==> config.mk <==
export PLATFORM = sky130hd
export DESIGN_NAME = song_sequencer_ctrl_flat
export DESIGN_NICKNAME = d
export VERILOG_FILES = /design/src/rtl/song_pkg.sv /design/src/rtl/song_sequencer_ctrl_if.sv /design/src/rtl/song_score_rom.sv /design/src/rtl/song_sequencer_ctrl.sv /design/src/flat_wrapper.sv
export SDC_FILE = /design/constraint.sdc
export NUM_CORES = 1
export LEC_CHECK = 0
export ABC_AREA = 0
export ABC_CLOCK_PERIOD_IN_PS = 3400
export BUFFER_PORTS_ARGS = -buffer_cell sky130_fd_sc_hd__buf_4
export CORE_MARGIN = 2
export CORE_UTILIZATION = 32
export CTS_CLUSTER_SIZE = 30
export DETAILED_ROUTE_END_ITERATION = 10
export PLACE_DENSITY = 0.57
export SLEW_MARGIN = 30
export SYNTH_ARGS = -nofsm -noshare
export SYNTH_HDL_FRONTEND = slang
export SYNTH_HIERARCHICAL = 1
export SYNTH_SLANG_ARGS = --single-unit
export TNS_END_PERCENT = 20
==> constraint.sdc <==
create_clock -name CLK_50M -period 3.4 [get_ports CLK_50M]
set_clock_uncertainty 0.2 [all_clocks]
set_input_delay 0.68 -clock CLK_50M [delete_from_list [all_inputs] [get_ports CLK_50M]]
set_output_delay 0.68 -clock CLK_50M [all_outputs]
set_load 0.1 [all_outputs]
==> src/rtl/song_pkg.sv <==
// Shared types and note-divider table for the melody sequencer.
package song_pkg;

  typedef enum logic [1:0] {S_IDLE, S_FETCH, S_DECODE, S_SOUND} state_t;

  // Score entry layout: [7:5] note code, [4] rest, [3:0] length in beats (0 = end)
  typedef struct packed {
    logic [2:0] note;
    logic       rest;
    logic [3:0] len;
  } entry_t;

  localparam logic [31:0] DO_DIV = 32'hBAA2;

  function automatic logic [31:0] note_div(input logic [2:0] code);
    case (code)
      3'd0: note_div = DO_DIV;
      3'd1: note_div = 32'hA646;
      3'd2: note_div = 32'h9422;
      3'd3: note_div = 32'h8BE8;
      3'd4: note_div = 32'h7CB8;
      3'd5: note_div = 32'h6EFA;
      3'd6: note_div = 32'h62F2;
      3'd7: note_div = 32'h5D5C;
    endcase
  endfunction

endpackage

==> src/rtl/song_sequencer_ctrl_if.sv <==
// Control/status bundle between the host logic and the song sequencer.
interface song_sequencer_ctrl_if #(parameter int ADDR_W = 6);
  logic              play;
  logic              stop;
  logic              pause;
  logic              loop_en;
  logic [31:0]       tone_divider;
  logic              sound_on;
  logic              busy;
  logic [ADDR_W-1:0] note_idx;
  logic              song_done;

  modport master (
    output play, stop, pause, loop_en,
    input  tone_divider, sound_on, busy, note_idx, song_done
  );

  modport slave (
    input  play, stop, pause, loop_en,
    output tone_divider, sound_on, busy, note_idx, song_done
  );
endinterface

==> src/rtl/song_score_rom.sv <==
// Score ROM with registered output (1-cycle latency); contents come from the INIT image.
module song_score_rom #(
  parameter int                     SCORE_LEN = 64,
  parameter int                     ADDR_W    = 6,
  parameter logic [SCORE_LEN*8-1:0] INIT      = '0
) (
  input  logic            clk,
  input  logic [ADDR_W:0] addr,
  output logic [7:0]      data
);

  localparam logic [ADDR_W:0] LEN = (ADDR_W+1)'(SCORE_LEN);

  // Past the last entry the ROM reads as an end marker, never wrapping.
  always_ff @(posedge clk)
    data <= (addr < LEN) ? INIT[{addr[ADDR_W-1:0], 3'b000} +: 8] : 8'h00;

endmodule

==> src/rtl/song_sequencer_ctrl.sv <==
// Steps the tone generator through a stored score: fetch, decode, then time each note in beats.
module song_sequencer_ctrl
  import song_pkg::*;
#(
  parameter int TICK_DIV   = 12_500_000,
  parameter int GAP_CYCLES = 625_000,
  parameter int SCORE_LEN  = 64,
  parameter int ADDR_W     = $clog2(SCORE_LEN),
  parameter logic [SCORE_LEN*8-1:0] SCORE_INIT =
    {{(SCORE_LEN-8){8'h00}}, 8'hE2, 8'hC2, 8'hA2, 8'h82, 8'h62, 8'h42, 8'h22, 8'h02}
) (
  input logic                   CLK_50M,
  input logic                   reset,
  song_sequencer_ctrl_if.slave  bus
);

  localparam int              TICK_W    = (TICK_DIV > 1) ? $clog2(TICK_DIV) : 1;
  localparam logic [TICK_W-1:0] TICK_LAST = TICK_W'(TICK_DIV - 1);
  localparam logic [TICK_W-1:0] GAP       = TICK_W'(GAP_CYCLES);
  localparam logic [ADDR_W:0]   END_ADDR  = (ADDR_W+1)'(SCORE_LEN);

  state_t            state, state_nxt;
  logic [ADDR_W:0]   addr;
  logic [7:0]        rom_data;
  entry_t            ent;
  logic [TICK_W-1:0] tick_cnt;
  logic [3:0]        beats_left;
  logic              rest;
  logic [31:0]       tone;
  logic              done;
  logic              at_end, tick_zero, last_beat, counting;

  song_score_rom #(
    .SCORE_LEN (SCORE_LEN),
    .ADDR_W    (ADDR_W),
    .INIT      (SCORE_INIT)
  ) u_rom (
    .clk  (CLK_50M),
    .addr (addr),
    .data (rom_data)
  );

  assign ent       = entry_t'(rom_data);
  assign at_end    = (ent.len == 4'd0) || (addr >= END_ADDR);
  assign tick_zero = (tick_cnt == '0);
  assign last_beat = (beats_left == 4'd1);
  assign counting  = (state == S_SOUND) && !bus.pause;

  always_ff @(posedge CLK_50M) begin
    if (reset) state <= S_IDLE;
    else       state <= state_nxt;
  end

  always_comb begin
    state_nxt = state;
    if (bus.stop) state_nxt = S_IDLE;
    else begin
      case (state)
        S_IDLE:   if (bus.play) state_nxt = S_FETCH;
        S_FETCH:  state_nxt = S_DECODE;
        S_DECODE: if (at_end) state_nxt = bus.loop_en ? S_FETCH : S_IDLE;
                  else        state_nxt = S_SOUND;
        S_SOUND:  if (counting && tick_zero && last_beat) state_nxt = S_FETCH;
        default:  state_nxt = S_IDLE;
      endcase
    end
  end

  always_ff @(posedge CLK_50M) begin
    if (reset) begin
      addr       <= '0;
      tick_cnt   <= '0;
      beats_left <= '0;
      rest       <= 1'b0;
      tone       <= DO_DIV;
      done       <= 1'b0;
    end else begin
      done <= 1'b0;
      if (bus.stop) addr <= '0;
      else begin
        case (state)
          S_IDLE: if (bus.play) addr <= '0;
          S_DECODE: begin
            if (at_end) begin
              addr <= '0;
              if (!bus.loop_en) done <= 1'b1;
            end else begin
              // Rests keep the previous pitch so the generator never sees a glitch.
              if (!ent.rest) tone <= note_div(ent.note);
              rest       <= ent.rest;
              beats_left <= ent.len;
              tick_cnt   <= TICK_LAST;
            end
          end
          S_SOUND: begin
            if (counting) begin
              if (!tick_zero)    tick_cnt <= tick_cnt - 1'b1;
              else if (last_beat) addr    <= addr + 1'b1;
              else begin
                beats_left <= beats_left - 1'b1;
                tick_cnt   <= TICK_LAST;
              end
            end
          end
          default: ;
        endcase
      end
    end
  end

  // Articulation gap: the tail of the last beat is forced silent.
  always_comb begin
    bus.sound_on = (state == S_SOUND) && !rest && !bus.pause &&
                   !(last_beat && (tick_cnt < GAP));
    bus.busy     = (state != S_IDLE);
  end

  assign bus.tone_divider = tone;
  assign bus.note_idx     = addr[ADDR_W-1:0];
  assign bus.song_done    = done;

endmodule

==> src/flat_wrapper.sv <==
// flat-port wrapper written by rule: the top's interface ports become plain ports
module song_sequencer_ctrl_flat import song_pkg::*;
#(
  parameter int TICK_DIV   = 12_500_000,
  parameter int GAP_CYCLES = 625_000,
  parameter int SCORE_LEN  = 64,
  parameter int ADDR_W     = $clog2(SCORE_LEN),
  parameter logic [SCORE_LEN*8-1:0] SCORE_INIT =
    {{(SCORE_LEN-8){8'h00}}, 8'hE2, 8'hC2, 8'hA2, 8'h82, 8'h62, 8'h42, 8'h22, 8'h02}
)
  (CLK_50M, reset, bus_play, bus_stop, bus_pause, bus_loop_en, bus_tone_divider, bus_sound_on, bus_busy, bus_note_idx, bus_song_done);
  song_sequencer_ctrl_if #(.ADDR_W(ADDR_W)) bus_i ();
  input logic CLK_50M;
  input logic reset;
  input wire logic [$bits(bus_i.play)-1:0] bus_play;
  input wire logic [$bits(bus_i.stop)-1:0] bus_stop;
  input wire logic [$bits(bus_i.pause)-1:0] bus_pause;
  input wire logic [$bits(bus_i.loop_en)-1:0] bus_loop_en;
  output wire logic [$bits(bus_i.tone_divider)-1:0] bus_tone_divider;
  output wire logic [$bits(bus_i.sound_on)-1:0] bus_sound_on;
  output wire logic [$bits(bus_i.busy)-1:0] bus_busy;
  output wire logic [$bits(bus_i.note_idx)-1:0] bus_note_idx;
  output wire logic [$bits(bus_i.song_done)-1:0] bus_song_done;
  assign bus_i.play = bus_play;
  assign bus_i.stop = bus_stop;
  assign bus_i.pause = bus_pause;
  assign bus_i.loop_en = bus_loop_en;
  assign bus_tone_divider = bus_i.tone_divider;
  assign bus_sound_on = bus_i.sound_on;
  assign bus_busy = bus_i.busy;
  assign bus_note_idx = bus_i.note_idx;
  assign bus_song_done = bus_i.song_done;
  song_sequencer_ctrl #(.TICK_DIV(TICK_DIV), .GAP_CYCLES(GAP_CYCLES), .SCORE_LEN(SCORE_LEN), .ADDR_W(ADDR_W), .SCORE_INIT(SCORE_INIT)) u_core (.CLK_50M(CLK_50M), .reset(reset), .bus(bus_i));
endmodule
; After elaboration in Yosys (flattened, before gate mapping)
; Memory sizes are Yosys's and may differ from the RTL's. A register that Yosys moved wholly into a read port is not among the register bits.
; Cells that the tools add are included.
[totals]
reg_bits = 79
latchBits = 0
ram_bits = 0
romBits = 120
inputBits = 6
output_inout_bits = 41
elab_cells = 80
n_memories = 1
[op_classes]
n_addsub = 3
mul = 0
div = 0
magnitude_cmp = 3
eq_ne = 13
shifts = 1
mux = 22
bitwise_logic = 4
n_reduce_logical = 25
[memory_table]
columns = memory, depth, word_bits, read_ports, rd_ports_with_merged_regs, write_ports, line_no
row1 = (no name shown), 8, 15, 1, 1, 0, song_pkg.sv:16  ; case (code)
[op_table]
columns = operator, count
row1 = 512-bit by 10-bit indexed part select with 8-bit output (first input constant), 1
row2 = 24-bit 2-to-1 mux, 4
row3 = 24-bit one-hot mux with 2 select lines, 1
row4 = 7-bit 2-to-1 mux, 5
row5 = 24-bit logical NOT, 1
row6 = 24-bit by 20-bit less-than comparator with 1-bit output (second input constant), 1
row7 = 24-bit by 1-bit subtractor with 24-bit output (second input constant), 1
row8 = 7-bit one-hot mux with 3 select lines, 1
row9 = 4-bit 2-to-1 mux, 4
row10 = 6-bit AND reduction, 2
row11 = 2-bit by 1-bit inequality test with 1-bit output (second input constant), 4
row12 = 2-bit inequality test (second input constant), 4
row13 = 2-bit one-hot mux with 4 select lines, 1
row14 = 4-bit one-hot mux with 2 select lines, 1
row15 = 7-bit by 1-bit adder with 7-bit output (second input constant), 1
row16 = 7-bit greater-or-equal comparator (second input constant), 1
row17 = 1-bit logical AND, 7
row18 = 7-bit less-than comparator (second input constant), 1
row19 = 2-bit 2-to-1 mux, 3
row20 = 5-bit AND reduction, 1
row21 = 2-bit equality test (second input constant), 2
row22 = 4-bit by 1-bit equality test with 1-bit output (second input constant), 1
row23 = 4-bit logical NOT, 1
row24 = 1-bit inverter, 4
row25 = 14 further kinds, 18

; Depth between registers and ports, before layout
; Gate-level depths: netlist (run 1).
[logic_depth]
depth_word = 6
mapped_depth = 10
mapped_depth_nobuf = 7

; Modules after synthesis
; Netlist (run 1), hierarchy kept.
[modules_own_cells]
columns = mod, n_inst, cells_each, area_each_um2
row1 = song_sequencer_ctrl, 1, 398, 3273.1
row2 = song_score_rom, 1, 13, 145.1

; Worst setup path after synthesis (run 1)
; No wires, ideal clock.
[synth_timing]
path_kind = reg-to-output
startpoint = register u_core.beats_left[1]
endpoint = output bus_sound_on
arrival_time_ns = 3.327
required_ns = 2.520
slack_ns = -0.807
path_stages_with_launch = 7
cell_sequence = dfxtp_1 inv_1 ha_1 or3b_1 buf_2 nor2_1 a311oi_1
[synth_between]
elab_chain_len = 4
[synth_lines]
columns = item, line_no
row1 = "start, declared", song_sequencer_ctrl.sv:27  ; logic [3:0] beats_left;
row2 = "start signal, assigned", song_sequencer_ctrl.sv:91  ; beats_left <= ent.len;
row3 = "start signal, assigned", song_sequencer_ctrl.sv:100  ; beats_left <= beats_left - 1'b1;
row4 = 4-bit by 1-bit equality test with 1-bit output, song_sequencer_ctrl.sv:46  ; assign last_beat = (beats_left == 4'd1);
row5 = 1-bit logical AND, song_sequencer_ctrl.sv:114  ; !(last_beat && (tick_cnt < GAP));
row6 = 1-bit logical NOT, song_sequencer_ctrl.sv:114
row7 = 1-bit logical AND, song_sequencer_ctrl.sv:113  ; bus.sound_on = (state == S_SOUND) && !rest && !bus.pause &&
row8 = "end, declared", flat_wrapper.sv:20  ; output wire logic [$bits(bus_i.sound_on)-1:0] bus_sound_on;
; No other way between the ends.

; Worst setup path in the final report (run 1)
[layout_timing]
startpoint = register u_core.tick_cnt[5]
endpoint = output bus_sound_on
[layout_between]
elab_chain_len = 4
[layout_lines]
columns = item, line_no
row1 = "start, declared", song_sequencer_ctrl.sv:26  ; logic [TICK_W-1:0] tick_cnt;
row2 = "start signal, assigned", song_sequencer_ctrl.sv:97  ; if (!tick_zero) tick_cnt <= tick_cnt - 1'b1;
row3 = 24-bit by 20-bit less-than comparator with 1-bit output, song_sequencer_ctrl.sv:114
row4 = 1-bit logical AND, song_sequencer_ctrl.sv:114
row5 = 1-bit logical NOT, song_sequencer_ctrl.sv:114
row6 = 1-bit logical AND, song_sequencer_ctrl.sv:113
; No other way between the ends.

==> impl_metrics.tcl, run 1 <==
set metrics [dict create \
    run_status "complete, no violations" \
    critPathTopFamily "compound AO/OA/AOI/OAI gates" \
    path_max_fanout 9 \
    cts-resized-gates 0 \
    die_w_um 107 \
    crit_path_max_incr_delay_ps 460 \
    vias 2974 \
    dieHeight_um 107 \
    worstHoldPathType "reg -> reg" \
    synth_seq_area_share_pct 33.4 \
    design_area_um2 3870 \
    cts_made_buffers 9 \
    hold_buffers 0 \
    path_depth 6 \
    finalNetCount 450 \
    powerDensity_nw_per_um2 399 \
    cp_num_buf_inv 1 \
    cts_buffer_depth 2 \
    syn_area_um2 3420 \
    path_class "reg -> out" \
    wl_mm 7.93 \
    p_leak_nw 1.46 \
    core_area_um2 10400 \
    ys_ff_latch 57 \
    portBuffers 29 \
    dp_cells 554 \
    grt_overflow 0 \
    gp_congestion 0.829 \
    finalHoldViolCount 0 \
    fin_util_pct 37.3 \
    p_total_mw 1.54 \
    end_kind "output pin" \
    diodes 0 \
    wl_per_cell_um 13.9 \
    area_delta_synth_final_pct 13.2 \
    drt_iter0_markers 198 \
    fin_setup_tns_ps 0 \
    syn_area_per_cell_um2 8.32 \
    rrSetupSlack_ps 410 \
    rsz0062_at_grt "no" \
    async_reset_ff_share_pct 0 \
    r2r_start "u_core/state[0]" \
    worst_pin_slew_ps 717 \
    synth.distinct_cells 57 \
    hpwl_mm 5.70 \
    critical_path.cell_chain "o211a_1 > o21ai_0 > a21boi_0 > o2111ai_1 > a311oi_2 > buf_4" \
    ant_nets 0 \
    fp-row-count 37 \
    track_usage_pct 14.5 \
    clock_latency_ps 340 \
    post-place-ws_ps 373 \
    post_cts_buffers 0 \
    max_freq_mhz 327 \
    synth_edf_count 0 \
    place_area_um2 3640 \
    cts.sinks 57 \
    min_period_ps 3060 \
    grt_max_degree 30 \
    final_layout_size_suffix_gt1_share_pct 18.7 \
    antenna_found_initial 0 \
    cts_tree "yes" \
    h-tree-depth 3 \
    crit_arrival_ps 2180 \
    grt_pass1_vias 2724 \
    finalSetupViolations 0 \
    whs_ps 259 \
    yosysWarningCount 21 \
    cpMaxStageDelayCell "dfxtp_1" \
    ir_worst_vdd_mv 0.159 \
    fillers 1094 \
    worst_slack_ps 342 \
    final_cell_mix "57 x dfxtp_1, 36 x buf_4, 25 x a21oi_1" \
    period_share_pct 90.0 \
    timing.rr.end "u_core/tick_cnt[18]" \
    syn_inst 411 \
    route.detailed.drc 0 \
    dieArea_um2 11500 \
    layout_commonest_cell "dfxtp_1" \
    grt_pass1_wl_mm 13.3 \
    synth_ff_type "dfxtp_1" \
    cp-start-kind "register" \
    slew_viol_final 0 \
    viasPerCell 5.22 \
    critPathCapture "bus_sound_on" \
    cp-startpoint "u_core/tick_cnt[5]" \
    start_util_pct 33.0 \
    first_pass_iters 5 \
    rr_worst_depth 7 \
    relSlewSlack_pct 51.9 \
    io_pins 47 \
    finalNonFillerCells 570 \
    clock-root-buffer "clkbuf_8" \
    worst_ep_required_time_ps 2520 \
    maxCapViolCount 0 \
    clk_pin_slew_ps 70 \
]
==> Yosys cell counts, types with 3 or more instances <==
library cell  count  area (um2)
dfxtp_1          57        1140
buf_4            28         210
a21oi_1          25         125
nor2_1           24        90.1
nand2_1          20        75.1
a31oi_1          18         113
o31ai_1          18         135
o21ai_0          17        85.1
ha_1             15         188
nand3_1          14        70.1
or3_1            14        87.6
or4_1            14         105
inv_1            13        48.8
clkbuf_1         12        45.0
nor3_1           12        60.1
nand4_1           9        56.3
nand2b_1          8        50.1
a211oi_1          7        52.6
or2_2             7        43.8
o21a_1            6        45.0
nor2b_1           5        31.3
and2_1            4        25.0
or4_2             4        35.0
buf_2             3        15.0
mux2i_1           3        30.0
nor3b_1           3        22.5
nor4_1            3        18.8
nor4_2            3        37.5
or3_2             3        22.5
or4_4             3        33.8
==> logic make-up after synthesis <==
kind of cell    Yosys count  share of synthesized area (%)
simple gates            159                           27.5
compound gates          113                           22.1
buf+inv                  62                           10.5
flops                    57                           33.4
fa+ha+maj                15                           5.49
mux                       3                          0.879
other cells               2                          0.220
==> metal layers <==
| layer | vias up | part of all wire, % | GRT usage, % |
|---|---|---|---|
| met5 | - | 0 | 0 |
| met4 | 0 | 2.0 | 6.32 |
| met3 | 10 | 4.1 | 3.57 |
| met2 | 59 | 45 | 21.6 |
| met1 | 1377 | 49 | 19.9 |
| li1 | 1528 | - | - |
==> sequential cells by signal, summed over array words and instances, names as in the netlist <==
name / flops
u_core/tick_cnt: 24
u_core/bus.tone_divider: 14
u_core/addr: 7
u_core/beats_left: 4
u_core/u_rom/data: 4
u_core/state: 2
u_core/bus.song_done: 1
u_core/rest: 1
==> how the worst min path moves through the flow <==
| stage | start | endpoint | slack, ps | depth (start not counted) |
|---|---|---|---|---|
| 6_report | u_core/bus.tone_divider[8] | u_core/bus.tone_divider[8] | 260 | 2 |
| 5_1_grt | u_core/bus.tone_divider[8] | u_core/bus.tone_divider[8] | 270 | 2 |
| 4_1_cts | u_core/bus.tone_divider[8] | u_core/bus.tone_divider[8] | 260 | 2 |
| 3_5_place_dp | u_core/bus.tone_divider[8] | u_core/bus.tone_divider[8] | 250 | 2 |
| 3_3_place_gp | u_core/bus.tone_divider[6] | u_core/bus.tone_divider[6] | 250 | 2 |
| 2_1_floorplan | u_core/tick_cnt[22] | u_core/tick_cnt[22] | 260 | 2 |
==> report_power, final <==
part	internal (mW)	switching [mW]
Sequential	0.669	0.00214
Combinational	0.0222	0.126
Clock	0.418	0.305
==> tightest hold or removal path: cells and delay by family, from the launching register on <==
kind | cells | cell delay, ps
AOI/OAI and AO/OA | 1 | 50
and+or+nand+nor | 1 | 50
DFF | 1 | 310
==> layout make-up <==
class	count	area (um2)	share of cell area (%)
Timing Repair Buffer	36	270	6.98
Clock inverter	7	103	2.65
Clock buffer	9	124	3.20
Sequential cell	57	1140	29.5
Tap cell	136	170	4.40
Multi-Input combinational cell	311	2010	51.9
Inverter	14	52.6	1.36
Note: power is estimated with default switching activity, not from simulation.
==> run 2, diff against run 1 <==
--- a/config.mk
+++ b/config.mk
@@ -16,6 +16,5 @@
 export SLEW_MARGIN = 30
 export SYNTH_ARGS = -nofsm -noshare
 export SYNTH_HDL_FRONTEND = slang
-export SYNTH_HIERARCHICAL = 1
 export SYNTH_SLANG_ARGS = --single-unit
 export TNS_END_PERCENT = 20
==> run 2 against run 1 <==
  * Via count grew 0.10%
  * Sequential power decreased by 2%
  * Clock power is 48% lower
  * Wire length is 4.0% higher
  * Register-to-register slack worse by 20 ps
  * Critical endpoint is now u_core.addr[4]
  * Largest cell class unchanged
  * Highest routed layer unchanged
==> impl_metrics.tcl, run 2 <==
set metrics [dict create \
    gp_congestion 0.814 \
    dieHeight_um 106 \
    fp-row-count 37 \
    slew_viol_final 0 \
    critical_path.cell_chain "or3_1 > or4_1 > o41a_1 > or4_1 > a21boi_1" \
    end_kind "register" \
    wl_mm 8.25 \
    yosysWarningCount 0 \
    powerDensity_nw_per_um2 322 \
    cts_made_buffers 5 \
    syn_area_per_cell_um2 8.24 \
    largest_reg_flops 24 \
    cp_num_buf_inv 0 \
    worst_ep_required_time_ps 3460 \
    fin_setup_tns_ps 0 \
    rsz0062_at_grt "no" \
    top_register "u_core.tick_cnt" \
    ir_worst_vdd_mv 0.152 \
    synth_ff_type "dfxtp_1" \
    clk_pin_slew_ps 100 \
    die_w_um 106 \
    grt_pass1_vias 2804 \
    synth.largest_area_cell "dfxtp_1" \
    cp_common_cell "or4_1" \
    io_pins 47 \
    vias 2977 \
    portBuffers 29 \
    layout_commonest_cell "dfxtp_1" \
    p_leak_nw 1.40 \
    yosysMostFrequentCell "dfxtp_1" \
    worstHoldPathType "reg -> reg" \
    cpMaxStageDelayCell "o41a_1" \
    syn_inst 402 \
    crit_arrival_ps 3070 \
    cts-resized-gates 0 \
    finalNonFillerCells 556 \
    final_layout_size_suffix_gt1_share_pct 13.3 \
    drt_iter0_markers 145 \
    area_delta_synth_final_pct 10.4 \
    hpwl_mm 5.87 \
    synth.distinct_cells 55 \
    post_cts_buffers 0 \
    finalSetupViolations 0 \
    period_share_pct 88.4 \
    grt_overflow 0 \
    cts.sinks 56 \
    cts_buffer_depth 2 \
    ys_ff_latch 56 \
    seqPwrFrac_pct 56.0 \
    maxCapViolCount 0 \
    diodes 0 \
    core_area_um2 10200 \
    start_util_pct 32.5 \
    ant_nets 0 \
    antenna_found_initial 0 \
    run_status "complete, no violations" \
    viasPerCell 5.35 \
    wl_per_cell_um 14.8 \
    relSlewSlack_pct 51.3 \
    crit_path_max_incr_delay_ps 620 \
    ys_top_cells_by_count "56 x dfxtp_1, 36 x nand2_1, 25 x a21oi_1, 24 x buf_4, 19 x o21ai_0" \
    hold_buffers 0 \
    ys_top_cells_by_area "dfxtp_1 34%, ha_1 6.0%, buf_4 5.4%, nand2_1 4.1%, a21oi_1 3.8%" \
    cp-start-kind "register" \
    syn_area_um2 3310 \
    path_max_fanout 15 \
    min_period_ps 3010 \
    p_sw_share_pct 30.2 \
    async_reset_ff_share_pct 0 \
    dp_cells 548 \
    max_freq_mhz 333 \
    path_class "reg -> reg" \
    synth_seq_area_share_pct 33.8 \
    synth_edf_count 0 \
    first_pass_iters 4 \
    h-tree-depth 2 \
    worst_pin_slew_ps 729 \
    synth_top_area_share_pct 33.8 \
    cts_tree "yes" \
    final_cell_mix "56 x dfxtp_1, 37 x buf_4, 36 x nand2_1" \
    clock_latency_ps 320 \
    power_frac_comb_pct 12.0 \
    fillers 1084 \
    clock-root-buffer "clkbuf_8" \
    critPathTopFamily "simple AND/OR/NAND/NOR gates" \
    grt_pass1_wl_mm 13.8 \
    p_sw_uw 356 \
    track_usage_pct 15.1 \
    finalHoldViolCount 0 \
    intPower_uw 821 \
    grt_max_degree 36 \
    p_clk_share_pct 32.1 \
    finalNetCount 441 \
    route.detailed.drc 0 \
    dieArea_um2 11200 \
]
run 2: cell count changes in the layout (fill, tap and decap cells not counted), moves of 5 or more:
| cell | previous run | this run |
|---|---|---|
| a311oi_1 | 0 | 5 |
| nand2_1 | 20 | 36 |
| nor2_1 | 24 | 18 |
| nor4_1 | 2 | 7 |
| nand4_1 | 9 | 2 |
| or4_1 | 14 | 6 |
| a31oi_1 | 17 | 9 |
| o31ai_1 | 18 | 7 |
run 2: area by class of cell:
cell class	instances	area, um2	share of cell area, %
Clock buffer	6	72.6	1.98
Clock inverter	2	16.3	0.445
Inverter	15	56.3	1.54
Multi-Input combinational cell	304	1940	53.1
Sequential cell	56	1120	30.7
Tap cell	136	170	4.65
Timing Repair Buffer	37	278	7.59
run 2: per-layer routing:
| metal | global-route usage [%] | part of all wire [%] | vias to the layer above |
|---|---|---|---|
| li1 | - | - | 1483 |
| met2 | 23.3 | 45 | 99 |
| met4 | 5.45 | 0.74 | 0 |
| met3 | 2.91 | 5.0 | 6 |
| met1 | 21.0 | 49 | 1389 |
| met5 | 0 | 0 | - |
run 2: power by group through the flow:
stage / Sequential, mW / Combinational, mW / Clock (mW)
after detailed placement: 0.674 / 0.140 / 0
after CTS: 0.659 / 0.141 / 0.388
after global placement: 0.674 / 0.140 / 0
after global routing: 0.660 / 0.149 / 0.417
after floorplan: 0.676 / 0.137 / 0
final: 0.659 / 0.141 / 0.377
run 2: metrics by stage:
step	util [%]	total power [mW]	area [um2]	hold slack (ps)	setup WS (ps)
after floorplan	-	0.812	3370	244	196
after global placement	35.0	0.814	3570	246	536
after detailed placement	35.0	0.815	3570	256	462
after CTS	35.9	1.19	3660	272	428
after global routing	35.9	1.23	3660	297	263
final	35.9	1.18	3660	267	393
run 2: worst paths after layout:
check / from / end / slack [ps] / cells after the start
setup / recovery: u_core.tick_cnt[9] / u_core.addr[4] / 390 / 5
hold / removal: u_core.bus.tone_divider[6] / u_core.bus.tone_divider[6] / 270 / 2
setup reg to reg: u_core.tick_cnt[9] / u_core.addr[4] / 390 / 5
hold reg to reg: u_core.bus.tone_divider[6] / u_core.bus.tone_divider[6] / 270 / 2
run 2: worst min-delay path, cell delays in order, from the launching register on:
cell,delay [ps]
dfxtp_1,330
nand2_1,50
a21oi_1,50
run 2: logic make-up after synthesis:
| family | share of synthesized area [%] |
|---|---|
| buf+inv | 9.33 |
| fa+ha+maj | 6.04 |
| simple gates | 23.7 |
| mux | 2.11 |
| compound gates | 24.9 |
| other cells | 0.113 |
| flops | 33.8 |
